## config.mk

```make
export PLATFORM = sky130hd
export DESIGN_NAME = ws2812_bit_encoder
export DESIGN_NICKNAME = d
export VERILOG_FILES = /design/src/rtl/ws2812_bit_encoder.sv
export SDC_FILE = /design/constraint.sdc
export NUM_CORES = 1
export LEC_CHECK = 0
export BUFFER_PORTS_ARGS = -buffer_cell sky130_fd_sc_hd__clkbuf_2
export CORE_AREA = 2 2 52 54
export CTS_BUF_LIST = sky130_fd_sc_hd__clkbuf_16
export DETAILED_ROUTE_END_ITERATION = 10
export DIE_AREA = 0 0 54 56
export PLACE_DENSITY = 0.58
export SLEW_MARGIN = 20
export SYNTH_ARGS = -nofsm -noshare
export SYNTH_HDL_FRONTEND = slang
export SYNTH_SLANG_ARGS = --single-unit
```

## constraint.sdc

```tcl
create_clock -name clk -period 2.3 [get_ports clk]
set_clock_uncertainty 0.2 [all_clocks]
set_input_delay 0.46 -clock clk [delete_from_list [all_inputs] [get_ports clk]]
set_output_delay 0.46 -clock clk [all_outputs]
set_load 0.005 [all_outputs]
```

## src/rtl/ws2812_bit_encoder.sv

```systemverilog
// WS2812 single-wire symbol encoder: each accepted bit becomes one BIT_CYC-long high/low symbol, and a latch request becomes an RST_CYC low period.
// Optional build macro WS2812_UNDERRUN_DETECT_EN adds a sticky underrun flag output.
module ws2812_bit_encoder #(
  parameter int T0H_CYC = 20,
  parameter int T1H_CYC = 40,
  parameter int BIT_CYC = 63,
  parameter int RST_CYC = 2500
) (
  input  logic clk,
  input  logic rst,
  input  logic bit_valid,
  input  logic bit_in,
  input  logic latch_req,
  output logic bit_ready,
  output logic dout,
  output logic busy,
`ifdef WS2812_UNDERRUN_DETECT_EN
  output logic underrun,
`endif
  output logic latch_done
);

  localparam int MAXC = (BIT_CYC > RST_CYC) ? BIT_CYC : RST_CYC;
  localparam int CW   = $clog2(MAXC + 1);

  // Counters are loaded with (length - 1) and count down to 0, so they never wrap.
  localparam logic [CW-1:0] T0H_M1 = CW'(T0H_CYC - 1);
  localparam logic [CW-1:0] T1H_M1 = CW'(T1H_CYC - 1);
  localparam logic [CW-1:0] L0_M1  = CW'(BIT_CYC - T0H_CYC - 1);
  localparam logic [CW-1:0] L1_M1  = CW'(BIT_CYC - T1H_CYC - 1);
  localparam logic [CW-1:0] RST_M1 = CW'(RST_CYC - 1);

  typedef enum logic [1:0] {IDLE, HIGH, LOW, LATCH} state_t;

  state_t        state, state_nx;
  logic [CW-1:0] cnt, cnt_nx;
  logic          dout_nx;
  logic          cur_bit, cur_bit_nx;
  logic          last_low, acc_bit, acc_latch;

  assign last_low   = (state == LOW) && (cnt == '0);
  assign bit_ready  = !rst && ((state == IDLE) || last_low);
  assign acc_bit    = bit_ready && bit_valid;
  assign acc_latch  = bit_ready && !bit_valid && latch_req;
  assign busy       = !rst && (state != IDLE);
  assign latch_done = !rst && (state == LATCH) && (cnt == '0);

  always_ff @(posedge clk) begin
    if (rst) begin
      state   <= IDLE;
      cnt     <= '0;
      dout    <= 1'b0;
      cur_bit <= 1'b0;
    end else begin
      state   <= state_nx;
      cnt     <= cnt_nx;
      dout    <= dout_nx;
      cur_bit <= cur_bit_nx;
    end
  end

  always_comb begin
    state_nx   = state;
    cnt_nx     = cnt;
    dout_nx    = dout;
    cur_bit_nx = cur_bit;
    if (acc_bit) begin
      state_nx   = HIGH;
      cnt_nx     = bit_in ? T1H_M1 : T0H_M1;
      dout_nx    = 1'b1;
      cur_bit_nx = bit_in;
    end else if (acc_latch) begin
      state_nx = LATCH;
      cnt_nx   = RST_M1;
      dout_nx  = 1'b0;
    end else begin
      case (state)
        HIGH: begin
          if (cnt == '0) begin
            state_nx = LOW;
            cnt_nx   = cur_bit ? L1_M1 : L0_M1;
            dout_nx  = 1'b0;
          end else begin
            cnt_nx = cnt - 1'b1;
          end
        end
        LOW, LATCH: begin
          dout_nx = 1'b0;
          if (cnt == '0) state_nx = IDLE;
          else           cnt_nx   = cnt - 1'b1;
        end
        default: begin
          state_nx = IDLE;
          cnt_nx   = '0;
          dout_nx  = 1'b0;
        end
      endcase
    end
  end

`ifdef WS2812_UNDERRUN_DETECT_EN
  // Sticky: the upstream feeder missed the only window for a back-to-back symbol.
  always_ff @(posedge clk) begin
    if (rst)                                          underrun <= 1'b0;
    else if (acc_latch)                               underrun <= 1'b0;
    else if (last_low && !bit_valid && !latch_req)    underrun <= 1'b1;
  end
`endif

endmodule

```

==> flow_summary.ini, run 1 <==
[run_status]
status = finished, final reports clean

[clock_tree]
cts_buffers = 3
clkLatencyLatePin_ns = 0.25
cts_hold_buf = 0
cts_tree = yes
cts.htree.levels = 1
cts_sinks = 16
cts_root_buf = clkbuf_16
clkSlewWorstSetupHoldPaths_ns = 0.05
clockBufferDepth = 2

[place]
routabilityCongestion = 0.835
dp.cells = 175
numPortBuffers = 8
place_hpwl_um = 2000

[cells_and_area]
antenna_cells = 0
drive_gt1_share_pct = 26.0
syn_to_final_growth_pct = 25.1
finalNonFillerCells = 184
nets = 162

[timing]
max_slew_margin_pct = 59.0
setup_viol = 0
rsz0062_at_grt = true
finalCriticalPeriod_ns = 2.26
tightest_slew_ns = 0.608
timing_hold_violations_final = 0
tns_ns = 0
fin_crit_sh_pct = 98.2
fmax_mhz = 443
slew_viol_final = 0

[drt]
drc = 0
ant_nets = 0
vias_per_cell = 5.82
firstDrtPassIters = 4
wire_per_inst_um = 14.6
vias = 1071
drtIter0Drc = 27
routed_wl_um = 2690

[global_route]
grt_pass1_wl_um = 4330
grt_use_total_pct = 19.3
grt_max_degree = 13
antenna_found_initial = 0
gr-total-overflow = 0
grt_pass1_vias = 929

[floorplan]
core_um2 = 2430
start_util_pct = 44.1
io_pins = 9
die_h_um = 56
fp.dieW_um = 54
die_area_um2 = 3020
rows = 18

[synth]
synth_commonest_cells = nor2_1, dfxtp_1, o21ai_0, a21oi_1, nand2_1
synthTopCellsByArea = dfxtp_1, nor2_1, o21ai_0
syn_area_um2 = 1070
synth_flop_cell = dfxtp_1
yosysMostFrequentCell = nor2_1
async_flop_share_pct = 0
synthesis.nets = 141
yosys.area.top_type_share_pct = 29.9
yosysTopAreaCell = dfxtp_1
ys_types = 43
syn_inst = 134
ys_warn_count = 0
synth-seq-cells = 16
avgSynthCellArea_um2 = 8.00
yosysSeqAreaShare_pct = 29.9
synth_edf_count = 0

[worst_setup_path]
worstSetupEndpoint = bit_ready
critPathTopFamily = simple AND/OR/NAND/NOR gates
endpoint_kind = output port
slowest_delay_ns = 0.39
crit_chain = nor4_4, and4_1, nor2_2, nor3_2, buf_2
critPathLaunchType = flip-flop
timing.rr.end = cnt[11]
arrival_ns = 1.60
cp.required_ns = 1.64
r2r-start = cnt[2]
crit_fanout = 5
cp_num_buf_inv = 1
cp-startpoint = cnt[2]
r2r_setup_slack_ns = 0.15
path_depth = 5
crit_path_top_delay_cell = nor4_4
reg2reg_depth = 8
timing_worst_setup_path_type = flip-flop to output port

[power_and_ir_drop]
p_per_area_nw_per_um2 = 1980
max-vdd-ir-drop_mv = 1.03
power.leakage_nw = 0.541

[hold_path]
hold_class = primary input to flip-flop

[job]
cap_violations = 0
## layer usage
| layer | vias up | global-route usage, % | wire length, um |
|---|---|---|---|
| li1 | 535 | - | - |
| met1 | 505 | 25.6 | 1230 |
| met2 | 26 | 28.4 | 1290 |
| met3 | 5 | 7.26 | 129 |
| met4 | 0 | 6.07 | 34 |
| met5 | - | 0 | 0 |
## flip-flops by register name (all words and copies together) (netlist names)
name and count:
dout 1, cnt 12, state 2, cur_bit 1
## logic make-up (layout without fill, tap and decap cells)
kind of cell / Yosys count / after routing / synth area share, %
and+or+nand+nor: 56 / 56 / 31.0
AOI/OAI and AO/OA: 40 / 40 / 25.8
DFF: 16 / 16 / 29.9
buffers and inverters: 12 / 32 / 4.43
xor gates and xnor gates: 8 / 8 / 6.53
adders and majority gates: 2 / 2 / 2.33
## per-stage QoR
stage / hold WS, ns / power [W] / utilization [%] / worst slack, ns / cell area [um^2]
floorplan: 0.279 / 0.00167 / - / 0.188 / 1070
global placement: 0.309 / 0.00207 / 49.0 / 0.181 / 1190
detailed placement: 0.320 / 0.00208 / 49.0 / 0.188 / 1190
CTS: 0.315 / 0.00254 / 53.5 / 0.0331 / 1300
global route: 0.327 / 0.00288 / 55.1 / -0.0725 / 1340
finish: 0.304 / 0.00266 / 55.1 / 0.0420 / 1340
## repair_timing
| item | 4_1_cts | 5_1_grt |
|---|---|---|
| setup endpoints to repair | 2 | 9 |
| pin swaps | 1 | 4 |
| cloned | 0 | 0 |
| setup buffers | 2 | 3 |
| gates resized for setup | 3 | 7 |
## power breakdown
group	internal [W]	switching, W	total [W]
registers	0.000413	0.000175	0.000588
logic	0.000819	0.000908	0.00173
clock network	0.000231	0.000111	0.000342
## layout by cell type, fill, tap and decap left out, types with 6 or more instances in the layout
master    count
inv_1         6
clkbuf_2      7
o21ai_0      10
nand2_1       8
a21oi_1       9
dfxtp_1      15
buf_4        14
nor2_1       17
## how the worst min path moves through the flow
stage | cells past startpoint | start | to
after global placement | 2 | cnt[10] | cnt[10]
after global routing | 3 | bit_in | cur_bit
final | 3 | bit_in | cur_bit
after detailed placement | 2 | cur_bit | cur_bit
after floorplan | 2 | cur_bit | cur_bit
after CTS | 3 | bit_in | cur_bit
## cell type report
cell class	instances	area, um^2
Sequential cell	16	324
Timing Repair Buffer	22	145
Clock inverter	1	3.75
Fill cell	231	1090
Clock buffer	3	75.1
Multi-Input combinational cell	106	733
Inverter	6	22.5
Tap cell	30	37.5
## worst min-delay path: stages
cell and delay (ns):
clkbuf_2 0.11, nand2_1 0.07, o21ai_0 0.07
Note: power is estimated with default switching activity, not from simulation.
==> run 2, diff against run 1 <==
--- a/config.mk
+++ b/config.mk
@@ -6,8 +6,8 @@
 export NUM_CORES = 1
 export LEC_CHECK = 0
 export BUFFER_PORTS_ARGS = -buffer_cell sky130_fd_sc_hd__clkbuf_2
+export CAP_MARGIN = 20
 export CORE_AREA = 2 2 52 54
-export CTS_BUF_LIST = sky130_fd_sc_hd__clkbuf_16
 export DETAILED_ROUTE_END_ITERATION = 10
 export DIE_AREA = 0 0 54 56
 export PLACE_DENSITY = 0.58
==> run 2 against run 1 <==
Net effect:
- the flow now finishes with violations (setup timing)
- core utilization fell by 1.2 points
- combinational power barely moved
- sequential cell count did not move
- via count fell by 1.0%
- largest cell class unchanged
==> flow_summary.ini, run 2 (synthesis results as in run 1) <==
[job]
cap_violations = 0

[drt]
drtIter0Drc = 32
met2_wirelength_um = 1270
dr.max_layer_used = met4
wire_per_inst_um = 14.5
firstDrtPassIters = 4
dr_wl_met3_um = 118
drc = 0
ant_nets = 0
routed_wl_um = 2680
vias = 1060
wl_met1_um = 1250
vias_per_cell = 5.73

[cells_and_area]
reg_top3 = cnt: 12 flops, state: 2 flops
largest_reg_flops = 12
seq_area_um2 = 327
syn_to_final_growth_pct = 22.3
multi_input_area_um2 = 736
nFillCells = 238
top_register = cnt
final_common_cell = nor2_1
final_cell_mix = nor2_1, buf_4, dfxtp_1
final_area_um2 = 1310
fin_util_pct = 53.9
drive_gt1_share_pct = 29.0
antenna_cells = 0
nets = 163

[global_route]
grt_use_total_pct = 18.9
grt_pass1_wl_um = 4310
antenna_found_initial = 0
gr-total-overflow = 0
grt_pass1_vias = 917
grt_max_degree = 13

[floorplan]
fp.dieW_um = 54
io_pins = 9
die_area_um2 = 3020
start_util_pct = 44.1
die_h_um = 56
rows = 18
core_um2 = 2430

[power_and_ir_drop]
power.leakage_nw = 0.529
max-vdd-ir-drop_mv = 1.07
p_per_area_nw_per_um2 = 1930

[clock_tree]
cts.htree.levels = 1
cts_buffers = 3
cts_hold_buf = 0
clockBufferDepth = 2
clkSlewWorstSetupHoldPaths_ns = 0.11
clkLatencyLatePin_ns = 0.30
cts_tree = yes
cts_sinks = 16
cts_root_buf = clkbuf_4

[worst_setup_path]
cp_num_buf_inv = 1
crit_path_top_delay_cell = nor4_4
critPathTopFamily = simple AND/OR/NAND/NOR gates
endpoint_kind = output port
timing_worst_setup_path_type = flip-flop to output port
arrival_ns = 1.64
crit_chain = nor4_4, and4_1, nor2_2, nor3_2, buf_2
path_depth = 5
critPathLaunchType = flip-flop
slowest_delay_ns = 0.39
crit_fanout = 3
reg2reg_depth = 8
cp.required_ns = 1.64

[timing]
tightest_slew_ns = 0.581
setup_viol = 1
max_slew_margin_pct = 60.9
slew_viol_final = 0
fin_crit_sh_pct = 100
rsz0062_at_grt = true
tns_ns = -0.00302
timing_hold_violations_final = 0
fmax_mhz = 434
finalWorstSetupSlack_ns = -0.00302
finalCriticalPeriod_ns = 2.30

[hold_path]
hold_class = primary input to flip-flop
min_path_cells = 3

[run_status]
violations = setup timing
status = finished, violations left

[place]
numPortBuffers = 8
place_area_um2 = 1190
routabilityCongestion = 0.835
place_hpwl_um = 2000
## run 2: metrics by stage
step                      instances  setup slack (ns)  total power (W)  hold WS (ns)
after floorplan                 134             0.188          0.00167         0.279
after global placement          175             0.181          0.00207         0.309
after detailed placement        175             0.188          0.00208         0.320
after CTS                       181          -0.00836          0.00240         0.257
after global routing            185            -0.120          0.00276         0.261
final                           185          -0.00302          0.00254         0.249
## run 2: worst paths after layout
| path | from | to | slack (ns) |
|---|---|---|---|
| setup / recovery | cnt[3] | bit_ready | -0.003 |
| hold / removal | bit_in | cur_bit | 0.25 |
| setup reg to reg | cnt[2] | cnt[11] | 0.15 |
| hold reg to reg | cur_bit | cur_bit | 0.33 |
## run 2: repair_timing
item / in CTS / in global routing
resized for setup: 7 / 6
buffers inserted: 2 / 4
pin swaps: 2 / 4
endpoints found under the setup margin: 2 / 9
## run 2: final cells by class
| cell class | count | area share [%] |
|---|---|---|
| timing repair buffer | 23 | 11.6 |
| tap | 30 | 2.86 |
| inverter | 6 | 1.72 |
| sequential | 16 | 24.9 |
| multi-input combinational | 106 | 56.1 |
| clock buffer | 4 | 2.77 |
## run 2: report_power, final
group / leakage [nW] / switching, W / internal [W] / total [W]
Sequential: 0.133 / 0.000177 / 0.000415 / 0.000592
Combinational: 0.375 / 0.000906 / 0.000844 / 0.00175
Clock: 0.0210 / 0.0000969 / 0.0000965 / 0.000193
## run 2: worst min-delay path, delay by kind of cell
family                 cells  cell delay, ns
AOI/OAI and AO/OA          1            0.07
and+or+nand+nor            1            0.08
buffers and inverters      1            0.12
## run 2: routing by layer
layer,GRT usage (%),vias to the layer above
met5,0,-
met4,4.64,0
met3,6.18,6
met2,28.2,27
met1,25.9,489
li1,-,538
==> run 3, diff against run 2 <==
--- a/config.mk
+++ b/config.mk
@@ -7,10 +7,10 @@
 export LEC_CHECK = 0
 export BUFFER_PORTS_ARGS = -buffer_cell sky130_fd_sc_hd__clkbuf_2
 export CAP_MARGIN = 20
-export CORE_AREA = 2 2 52 54
+export CORE_AREA = 2 2 48 50
 export DETAILED_ROUTE_END_ITERATION = 10
-export DIE_AREA = 0 0 54 56
-export PLACE_DENSITY = 0.58
+export DIE_AREA = 0 0 50 52
+export PLACE_DENSITY = 0.68
 export SLEW_MARGIN = 20
 export SYNTH_ARGS = -nofsm -noshare
 export SYNTH_HDL_FRONTEND = slang
==> run 3 against run 2 <==
Net effect:
- the run still ends with setup timing left
- register-to-register slack improved by 0.02 ns
- worst hold slack got worse by 0.0020 ns
- core utilization is 6.3 points higher
- first-iteration DRC count down 25%
- highest routed layer unchanged
- non-clock buffer count is 6 lower
- critical path depth unchanged
==> flow_summary.ini, run 3 (synthesis results as in run 1) <==
[clock_tree]
cts_sinks = 16
clockBufferDepth = 2
cts_tree = yes
cts_buffers = 3
clkSlewWorstSetupHoldPaths_ns = 0.10
cts_hold_buf = 0
clkLatencyLatePin_ns = 0.30
cts_root_buf = clkbuf_4
cts.htree.levels = 1

[drt]
ant_nets = 0
firstDrtPassIters = 4
vias = 1037
drtIter0Drc = 24
vias_per_cell = 5.86
wire_per_inst_um = 14.5
drc = 0
routed_wl_um = 2560

[worst_setup_path]
crit_path_top_delay_cell = nor4_4
r2r-start = cnt[5]
cp-startpoint = cnt[5]
crit_chain = nor4_4, and4_1, nor2_1, nor3_1, buf_2
endpoint_kind = output port
cp_num_buf_inv = 1
reg2reg_depth = 7
path_depth = 5
crit_fanout = 3
r2r_setup_slack_ns = 0.17
cp.required_ns = 1.64
arrival_ns = 1.66
critPathLaunchType = flip-flop
timing.rr.end = cnt[11]
critPathTopFamily = simple AND/OR/NAND/NOR gates
slowest_delay_ns = 0.39
worstSetupEndpoint = bit_ready
timing_worst_setup_path_type = flip-flop to output port

[cells_and_area]
syn_to_final_growth_pct = 18.2
final_cell_mix = nor2_1, dfxtp_1, o21ai_0
drive_gt1_share_pct = 25.5
final_common_cell = nor2_1
seq_area_um2 = 327
fin_util_pct = 60.2
nets = 157
antenna_cells = 0
final_area_um2 = 1270
nFillCells = 187
multi_input_area_um2 = 739
top_register = cnt
reg_top3 = cnt: 12 flops, state: 2 flops
largest_reg_flops = 12

[global_route]
gr-total-overflow = 0
grt_pass1_vias = 951
antenna_found_initial = 0
grt_use_total_pct = 22.1
grt_max_degree = 13
grt_pass1_wl_um = 4330

[timing]
max_slew_margin_pct = 67.8
slew_viol_final = 0
finalCriticalPeriod_ns = 2.32
fmax_mhz = 430
finalWorstSetupSlack_ns = -0.0240
timing_hold_violations_final = 0
rsz0062_at_grt = true
whs_ns = 0.247
setup_viol = 1
fin_crit_sh_pct = 101
tightest_slew_ns = 0.478

[floorplan]
die_h_um = 52
io_pins = 9
core_um2 = 2110
start_util_pct = 50.9
die_area_um2 = 2600
fp.dieW_um = 50
rows = 17

[place]
routabilityCongestion = 0.902
numPortBuffers = 8
place_hpwl_um = 1920
post-place-ws_ns = 0.223
place_area_um2 = 1180

[job]
cap_violations = 0

[run_status]
violations = setup timing
status = finished, violations left

[hold_path]
hold_class = primary input to flip-flop
## run 3: changes by cell type in the layout (fill, tap and decap cells not counted)
cell and change:
buf_4 -6, and4_1 +1, and4_2 -1, ha_1 -1, ha_4 +1, inv_1 -1
inv_2 +1, nor2_1 +1, nor2_2 -1, nor3_1 +1, nor3_2 -1
## run 3: through the flow
stage               instances  TNS (ns)
floorplan                 134         0
global placement          172         0
detailed placement        172         0
CTS                       177         0
global route              177    -0.138
finish                    177   -0.0240
## run 3: cell type report
type	count	share of cell area, %
Clock buffer	4	2.86
Inverter	6	1.78
Multi-Input combinational cell	106	58.3
Sequential cell	16	25.8
Tap cell	28	2.76
Timing Repair Buffer	17	8.49
## run 3: how the worst min path moves through the flow
stage | cells past startpoint | endpoint | from
after global placement | 2 | cur_bit | cur_bit
after detailed placement | 2 | cur_bit | cur_bit
final | 3 | cur_bit | bit_in
after global routing | 2 | state[0] | rst
after floorplan | 2 | cur_bit | cur_bit
after CTS | 3 | cur_bit | bit_in
## run 3: tightest hold or removal path: stages
cell and delay, ns:
clkbuf_2 0.12, nand2_1 0.07, o21ai_0 0.07
## run 3: routing by layer
layer	vias up	GRT usage, %	share of wire [%]
met5	-	0	0
met4	0	11.6	2.4
met3	12	3.45	4.4
met2	28	36.0	48
met1	470	28.1	46
li1	527	-	-
## run 3: what timing repair did
item,in CTS,in global routing
endpoints found under the setup margin,2,2
hold endpoints to repair,0,0
pin swaps,2,2
setup buffers,1,0
resized for setup,7,6
Power of run 3 is not shown: default switching activity piles up to over one toggle a cycle in this logic, so the estimate is an artifact.
